File: config.mk
export PLATFORM = sky130hd
export DESIGN_NAME = packet_generator
export DESIGN_NICKNAME = d
export VERILOG_FILES = /design/src/rtl/packet_generator.sv
export SDC_FILE = /design/constraint.sdc
export NUM_CORES = 1
export LEC_CHECK = 0
export ABC_AREA = 1
export CAP_MARGIN = 25
export CELL_PAD_IN_SITES_DETAIL_PLACEMENT = 2
export CELL_PAD_IN_SITES_GLOBAL_PLACEMENT = 2
export CORE_ASPECT_RATIO = 0.9
export CORE_MARGIN = 2
export CORE_UTILIZATION = 26
export CTS_CLUSTER_SIZE = 10
export DETAILED_ROUTE_END_ITERATION = 7
export HOLD_SLACK_MARGIN = 0.08
export PLACE_DENSITY = 0.78
export SYNTH_ARGS = -nofsm -noshare
export SYNTH_HDL_FRONTEND = slang
export SYNTH_SLANG_ARGS = --single-unit
File: constraint.sdc
create_clock -name clk -period 1.94 [get_ports clk]
set_clock_uncertainty 0.05 [all_clocks]
set_input_delay 0.582 -clock clk [delete_from_list [all_inputs] [get_ports clk]]
set_output_delay 0.582 -clock clk [all_outputs]
set_load 0.05 [all_outputs]
File: src/rtl/packet_generator.sv
// -----------------------------------------------------------------------------
// packet_generator
//
// Purpose:
//   Builds one five-flit test packet per accepted request. The destination is
//   picked pseudo-randomly from a free-running 32-bit Galois LFSR:
//     - a percentage roll can send the packet to the local node;
//     - otherwise up to 16 candidate nodes are drawn, and the first one that is
//       inside the mesh, reachable from the entry side PORT and not local wins;
//     - if none of the 16 draws is acceptable, the local node is used.
//
// Ports:
//   clk           in   1    single clock, all state on the rising edge
//   reset         in   1    asynchronous active-low reset
//   req           in   1    request one packet (taken only while ready=1)
//   index         in   16   packet sequence number, latched with req
//   ready         out  1    high only while the generator is idle
//   packet_valid  out  1    one-cycle pulse when packet carries a new value
//   packet        out  160  flit0 (header) in [31:0], data flits 1..4 above it
//   packet_count  out  16   (PKTGEN_STATS_EN only) packets produced
//   local_count   out  16   (PKTGEN_STATS_EN only) packets sent to local node
//
// Handshake:
//   A request is taken on a rising edge where req=1 and ready=1. Once taken,
//   ready stays low until the packet has been produced, and req is ignored
//   meanwhile. packet_valid pulses for one cycle; packet then holds its value
//   until the next packet is produced.
//
// Configuration:
//   PKTGEN_STATS_EN - define to add the packet_count/local_count outputs.
// -----------------------------------------------------------------------------
module packet_generator #(
    parameter int          PORT       = 0,
    parameter int          PE_PERCENT = 0,
    parameter int          X_LOCAL    = 2,
    parameter int          Y_LOCAL    = 2,
    parameter int          MESH_X     = 8,
    parameter int          MESH_Y     = 8,
    parameter logic [31:0] SEED       = 32'h1
) (
    input  logic         clk,
    input  logic         reset,
    input  logic         req,
    input  logic [15:0]  index,
    output logic         ready,
    output logic         packet_valid,
    output logic [159:0] packet
`ifdef PKTGEN_STATS_EN
    ,
    output logic [15:0]  packet_count,
    output logic [15:0]  local_count
`endif
);

    localparam logic [31:0] TAPS     = 32'h80200003;
    // An all-zero LFSR would lock up, so a zero seed is promoted to 1.
    localparam logic [31:0] SEED_EFF = (SEED == 32'h0) ? 32'h1 : SEED;
    localparam logic [2:0]  X_LOC    = 3'(X_LOCAL);
    localparam logic [2:0]  Y_LOC    = 3'(Y_LOCAL);
    localparam logic [2:0]  PORT_ID  = 3'(PORT);
    localparam logic [6:0]  PE_THR   = 7'(PE_PERCENT);
    localparam logic [3:0]  MX       = 4'(MESH_X);
    localparam logic [3:0]  MY       = 4'(MESH_Y);

    typedef enum logic [1:0] {IDLE, ROLL, DRAW, DONE} state_t;

    state_t       state, state_next;
    logic [31:0]  lfsr;
    logic [15:0]  idx_q, idx_next;
    logic [2:0]   dest_x, dest_x_next;
    logic [2:0]   dest_y, dest_y_next;
    logic [3:0]   draw_cnt, draw_cnt_next;

    logic [6:0]   roll_raw, roll_val;
    logic [2:0]   cand_x, cand_y;
    logic         cand_in_mesh, cand_port_ok, cand_local, cand_ok;
    logic [159:0] pkt_build;

    // Percentage roll: 7-bit value folded into 0..99.
    assign roll_raw = lfsr[6:0];
    assign roll_val = (roll_raw >= 7'd100) ? (roll_raw - 7'd100) : roll_raw;

    assign cand_x       = lfsr[10:8];
    assign cand_y       = lfsr[13:11];
    assign cand_in_mesh = ({1'b0, cand_x} < MX) && ({1'b0, cand_y} < MY);
    assign cand_local   = (cand_x == X_LOC) && (cand_y == Y_LOC);

    // Region reachable from the entry side.
    always_comb begin
        cand_port_ok = 1'b1;
        case (PORT)
            1:       cand_port_ok = (cand_x <= X_LOC);
            2:       cand_port_ok = (cand_x >= X_LOC);
            3:       cand_port_ok = (cand_x == X_LOC) && (cand_y <= Y_LOC);
            4:       cand_port_ok = (cand_x == X_LOC) && (cand_y >= Y_LOC);
            default: cand_port_ok = 1'b1;
        endcase
    end

    assign cand_ok = cand_in_mesh && cand_port_ok && !cand_local;

    // Next-state logic.
    always_comb begin
        state_next    = state;
        idx_next      = idx_q;
        dest_x_next   = dest_x;
        dest_y_next   = dest_y;
        draw_cnt_next = draw_cnt;
        case (state)
            IDLE: begin
                if (req) begin
                    idx_next   = index;
                    state_next = ROLL;
                end
            end
            ROLL: begin
                if (roll_val < PE_THR) begin
                    dest_x_next = X_LOC;
                    dest_y_next = Y_LOC;
                    state_next  = DONE;
                end else begin
                    draw_cnt_next = 4'd0;
                    state_next    = DRAW;
                end
            end
            DRAW: begin
                if (cand_ok) begin
                    dest_x_next = cand_x;
                    dest_y_next = cand_y;
                    state_next  = DONE;
                end else if (draw_cnt == 4'd15) begin
                    // Sixteenth rejection: give up and stay local.
                    dest_x_next = X_LOC;
                    dest_y_next = Y_LOC;
                    state_next  = DONE;
                end else begin
                    draw_cnt_next = draw_cnt + 4'd1;
                end
            end
            DONE: begin
                state_next = IDLE;
            end
            default: begin
                state_next = IDLE;
            end
        endcase
    end

    // Packet image, captured on the edge that leaves DONE.
    always_comb begin
        pkt_build        = '0;
        pkt_build[31:0]  = {2'b10, dest_x, dest_y, idx_q, 5'b00000, PORT_ID};
        for (int k = 1; k <= 4; k++) begin
            pkt_build[32*k +: 32] = {8'(k), idx_q[7:0], lfsr[15:0]};
        end
    end

    always_ff @(posedge clk or negedge reset) begin
        if (!reset) begin
            state        <= IDLE;
            lfsr         <= SEED_EFF;
            idx_q        <= '0;
            dest_x       <= '0;
            dest_y       <= '0;
            draw_cnt     <= '0;
            packet       <= '0;
            packet_valid <= 1'b0;
        end else begin
            state        <= state_next;
            lfsr         <= {1'b0, lfsr[31:1]} ^ (lfsr[0] ? TAPS : 32'h0);
            idx_q        <= idx_next;
            dest_x       <= dest_x_next;
            dest_y       <= dest_y_next;
            draw_cnt     <= draw_cnt_next;
            packet_valid <= (state == DONE);
            if (state == DONE) begin
                packet <= pkt_build;
            end
        end
    end

    assign ready = (state == IDLE);

`ifdef PKTGEN_STATS_EN
    always_ff @(posedge clk or negedge reset) begin
        if (!reset) begin
            packet_count <= '0;
            local_count  <= '0;
        end else if (state == DONE) begin
            packet_count <= packet_count + 16'd1;
            if ((dest_x == X_LOC) && (dest_y == Y_LOC)) begin
                local_count <= local_count + 16'd1;
            end
        end
    end
`endif

endmodule

; After elaboration in Yosys (flattened, before gate mapping)
; Index checks and enable logic that the tools add are counted.
[totals]
regBits = 185
latch_bits = 0
input_bits = 19
out_inout_bits = 162
mem_count = 0
word_cells = 49
ramBits = 0
mem_bits_ro = 0
[classes]
div_mod_pow = 0
shifts = 0
n_bitwise = 1
multipliers = 0
mux = 17
addsub = 2
n_eq_ne = 12
n_lt_le_gt_ge = 2
reduce_logical = 7
[ops]
columns = op, count
row1 = two-way mux 32 bit, 1
row2 = bitwise XOR 31 x 32 -> 32 bit, 1
row3 = two-way mux 3 bit, 4
row4 = two-way mux 4 bit, 3
row5 = case mux 3 bit (2 select lines), 2
row6 = inequality test 2 bit (second input constant), 5
row7 = case mux 2 bit (4 select lines), 1
row8 = case mux 4 bit (2 select lines), 1
row9 = >= comparator 7 bit (second input constant), 1
row10 = less-than comparator 7 x 1 -> 1 bit (second input constant), 1
row11 = two-way mux 7 bit, 1
row12 = subtractor 7 bit (second input constant), 1
row13 = equality test 3 x 2 -> 1 bit (second input constant), 2
row14 = two-way mux 2 bit, 3
row15 = adder 4 x 1 -> 4 bit (second input constant), 1
row16 = equality test 2 bit (second input constant), 2
row17 = equality test 4 bit (second input constant), 1
row18 = AND reduction 2 bit, 2
row19 = AND reduction 4 bit, 1
row20 = inequality test 3 bit (second input constant), 1
row21 = AND reduction 3 bit, 1
row22 = equality test 2 x 1 -> 1 bit (second input constant), 1
row23 = logical NOT 2 bit, 1
row24 = nonzero test 2 bit, 1
row25 = other kinds (2), 2

; Longest topological paths before layout
; Gate-level depths: netlist of the first run.
[logic_depth]
ltp_word = 5
mapped_depth = 8
depth_no_buf = 8

; Worst setup path after synthesis of the first run
; OpenSTA, ideal clock, no wires.
[synth_path]
path_kind = reg2reg
startpoint = register state[0]
endpoint = register idx_q[10]
slack_ns = 0.071
stages_incl_launch_ff = 6
setup_ns = 0.125
required_time_ns = 1.765
path_buffers = 1
arrival_ns = 1.694
period_less_slack_ns = 1.869
path_cell_list = dfrtp_1 inv_1 ha_1 nand2_2 buf_6 mux2_4
[synth_between]
elab_chain_len = 2
[synth_rtl]
columns = item, line
row1 = from (decl), 67  ; state_t state, state_next;
row2 = from (signal assigned), 169  ; state <= state_next;
row3 = logical NOT 2 bit, -
row4 = named net ready, 45  ; output logic ready,
row5 = AND reduction 2 bit (no line), -
row6 = to (signal assigned), 171  ; idx_q <= idx_next;
row7 = to (decl), 69  ; logic [15:0] idx_q, idx_next;
; The timed path passes the listed nets, and every way through them passes these cells.
; A chain may end at the register's enable or synchronous reset.

==> load_flow_metrics.sql, run 1 <==
INSERT INTO impl_metrics (metric_group, metric, value, unit) VALUES
('run_status', 'outcome', 'completed', ''),
('timing', 'min_period', '1.837', 'ns'),
('routing', 'post_drt_wl_per_cell', '16.13', 'microns'),
('setup_path', 'path_depth', '1', ''),
('layout', 'layout.filler_cells', '1772', ''),
('hold_path', 'min_delay_path_depth', '0', ''),
('hold_path', 'worstHoldPathType', 'reg2reg', ''),
('placed_design', 'pre_cts_slack', '0.08369', 'ns'),
('routing', 'detail_route.wirelength', '12230', 'microns'),
('timing', 'final.period_utilization', '94.71', '%'),
('synthesis', 'main_combinational_cell_family_by_area_after_synthesis', 'buffers and inverters', ''),
('timing', 'count_of_endpoints_failing_setup_in_the_final_report', '0', ''),
('power_and_ir_drop', 'power.density_cell_area', '1398', 'nW/um^2'),
('power_and_ir_drop', 'vdd_drop_max', '0.4380', 'mV'),
('floorplan', 'die_area', '18720', 'sq um'),
('synthesis', 'synth_cell_types', '22', ''),
('routing', 'drc_errors', '0', ''),
('layout', 'drive_above_1_share', '34.75', '%'),
('synthesis', 'synthesis.instances', '448', ''),
('power_and_ir_drop', 'total_power', '9.766', 'mW'),
('synthesis', 'register_bit_count_reported_by_yosys', '100', ''),
('layout', 'layout-area-overhead-vs-synth', '52.31', '%'),
('clock_tree', 'tritoncts.num_buffers', '9', ''),
('clock_tree', 'cts_tree', 'done', ''),
('synthesis', 'synthXorXnorAreaFrac', '0.5730', '%'),
('setup_path', 'timing_worst_setup_path_type', 'reg2out', ''),
('timing', 'tns', '0', 'ns'),
('clock_tree', 'htree_num_levels', '3', ''),
('run', 'timing.max_cap.violations', '0', ''),
('layout', 'diodes', '0', ''),
('synthesis', 'synth-simple-area-share', '15.83', '%'),
('floorplan', 'row_count', '46', ''),
('clock_tree', 'clk_path_buf_depth', '2', ''),
('clock_tree', 'clkLatencyLatePin', '0.34', 'ns'),
('routing', 'drt.antenna.violating_nets', '0', ''),
('routing', 'dr_total_vias', '2999', ''),
('setup_path', 'rr_worst_depth', '6', ''),
('synthesis', 'ys_warn_count', '0', ''),
('timing', 'finalHoldViolCount', '0', ''),
('routing', 'firstDrtPassIters', '4', ''),
('setup_path', 'timing.critical_path.cells', 'buf_12', ''),
('floorplan', 'initial_core_util', '26.30', '%'),
('timing', 'clock.fmax', '544.3', 'MHz'),
('global_route', 'pin_count_of_the_biggest_net_entering_global_routing', '50', ''),
('floorplan', 'placeableCoreArea', '17440', 'sq um'),
('setup_path', 'slowest_delay', '0.65', 'ns'),
('timing', 'final_max_slew_viol_count', '0', ''),
('clock_tree', 'clkSlewWorstSetupHoldPaths', '0.07', 'ns'),
('layout', 'layout.cells.most_common_list', 'sky130_fd_sc_hd__nand2_1 (138), sky130_fd_sc_hd__buf_12 (116), sky130_fd_sc_hd__dfrtp_1 (98), sky130_fd_sc_hd__conb_1 (36), sky130_fd_sc_hd__buf_4 (18)', ''),
('global_route', 'first_pass_grt_wire_length', '19180', 'microns'),
('power_and_ir_drop', 'p_int', '5.604', 'mW'),
('floorplan', 'i_o_pin_count', '181', ''),
('routing', 'detailedRoute.firstIterationViolations', '79', ''),
('synthesis', 'yosys-mux-area-fraction', '4.748', '%'),
('power_and_ir_drop', 'power_frac_seq', '30.3', '%'),
('synthesis', 'synth_compound_area_share', '0.4366', '%'),
('clock_tree', 'tritoncts_num_sinks', '100', ''),
('synthesis', 'synthesis.area_per_instance', '10.24', 'sq um'),
('setup_path', 'setup.worst_path.start_class', 'flop', ''),
('global_route', 'global_route.usage.total', '13.48', '%'),
('placed_design', 'dp_hpwl', '9427', 'microns'),
('routing', 'post_drt_via_cell_ratio', '3.956', ''),
('timing', 'grt_setup_unrepaired', 'no', ''),
('setup_path', 'critical_path.endpoint_type', 'primary output', ''),
('placed_design', 'place.port_buffers', '144', ''),
('setup_path', 'cp_max_fo', '6', ''),
('setup_path', 'timing.critical_path.max_delay_family', 'flip-flops', ''),
('placed_design', 'place.gp.congestion', '0.7186', ''),
('power_and_ir_drop', 'share_clk_of_total_power', '17.8', '%'),
('timing', 'layout_setup_ws', '0.1027', 'ns'),
('synthesis', 'sequential_cell_area_fraction_in_the_yosys_report', '54.60', '%');
==> power by group through the flow <==
stage	clock, mW	combinational, mW	sequential, mW
5_1_grt	1.88	5.31	3.03
3_3_place_gp	0	4.89	2.96
6_report	1.74	5.06	2.96
3_5_place_dp	0	5.05	3.00
2_1_floorplan	0	2.76	3.27
4_1_cts	1.79	5.13	2.97
==> layer usage <==
layer / vias up / global-route usage (%) / wire length, microns
li1: 1357 / - / -
met1: 1519 / 14.60 / 4458
met2: 108 / 26.44 / 7002
met3: 15 / 2.128 / 548
met4: 0 / 4.787 / 217
met5: - / 0 / 0
==> sequential cells by signal, indices dropped and copies added, names as in the netlist <==
name / cells
packet: 39
lfsr: 32
idx_q: 16
draw_cnt: 4
dest_x: 3
dest_y: 3
state: 2
packet_valid: 1
==> path summary, 6_finish.rpt <==
kind                              from         end  slack [ns]
min in group asynchronous        reset  packet[29]        0.62
min                           lfsr[26]    lfsr[25]        0.30
max reg2reg                   state[0]   dest_x[1]        0.35
max in group asynchronous        reset    idx_q[0]        0.68
min reg2reg                   lfsr[26]    lfsr[25]        0.30
max                        packet[148]  packet[84]        0.10
==> logic make-up (layout without fill, tap and decap cells) <==
kind of cell	Yosys count	count (layout)
xor gates and xnor gates	3	3
other	1	36
buffers and inverters	144	179
DFF	100	100
adders and majority gates	6	6
and+or+nand+nor	174	174
muxes	16	16
AOI/OAI and AO/OA	4	4
==> layout make-up <==
type | count | area [sq um] | share of cell area (%)
flip-flops and latches | 100 | 2505 | 35.87
clock inverters | 4 | 51.30 | 0.7345
inverters | 13 | 48.80 | 0.6987
repair buffers | 152 | 2638 | 37.76
well taps | 240 | 300.3 | 4.300
multi-input cells | 239 | 1212 | 17.36
clock buffers | 10 | 229.0 | 3.278
==> Yosys cell counts (all sizes together) <==
cell type  instances  share of area [%]
or2                2               0.27
mux2              16                4.7
nand4              4               0.55
conb               1              0.082
inv               13                1.1
o21ai              4               0.44
nand2            143                 12
xor2               3               0.57
nand3             16                2.0
ha                 6                1.6
dfstp              1               0.57
buf              131                 21
dfrtp             99                 54
nor2               9               0.90
==> through the flow <==
stage / hold WS (ns) / util [%] / area (sq um) / std cells
detailed placement: 0.2864 / 38.31 / 6680 / 743
global placement: 0.2857 / 38.31 / 6680 / 743
CTS: 0.3014 / 40.04 / 6983 / 758
global route: 0.3141 / 40.05 / 6984 / 758
finish: 0.2993 / 40.05 / 6984 / 758
floorplan: 0.2364 / - / 4717 / 483
==> what timing repair did <==
item | CTS | global route
endpoints found under the hold margin | 14 | 0
gates resized for setup | 2 | 3
hold buffers | 1 | 0
endpoints found under the setup margin | 1 | 7
cloned | 0 | 0
(Power assumes the default switching activity.)
==> run 2, diff against run 1 <==
- TNS_END_PERCENT: default -> 1
==> results of run 2 <==
Same layout as run 1: the final DEF is identical, and so are final timing and power.
==> run 3, diff against run 2 <==
- CTS_CLUSTER_DIAMETER: default -> 80
==> results of run 3 <==
Same layout as run 1: the final DEF is identical, and so are final timing and power.
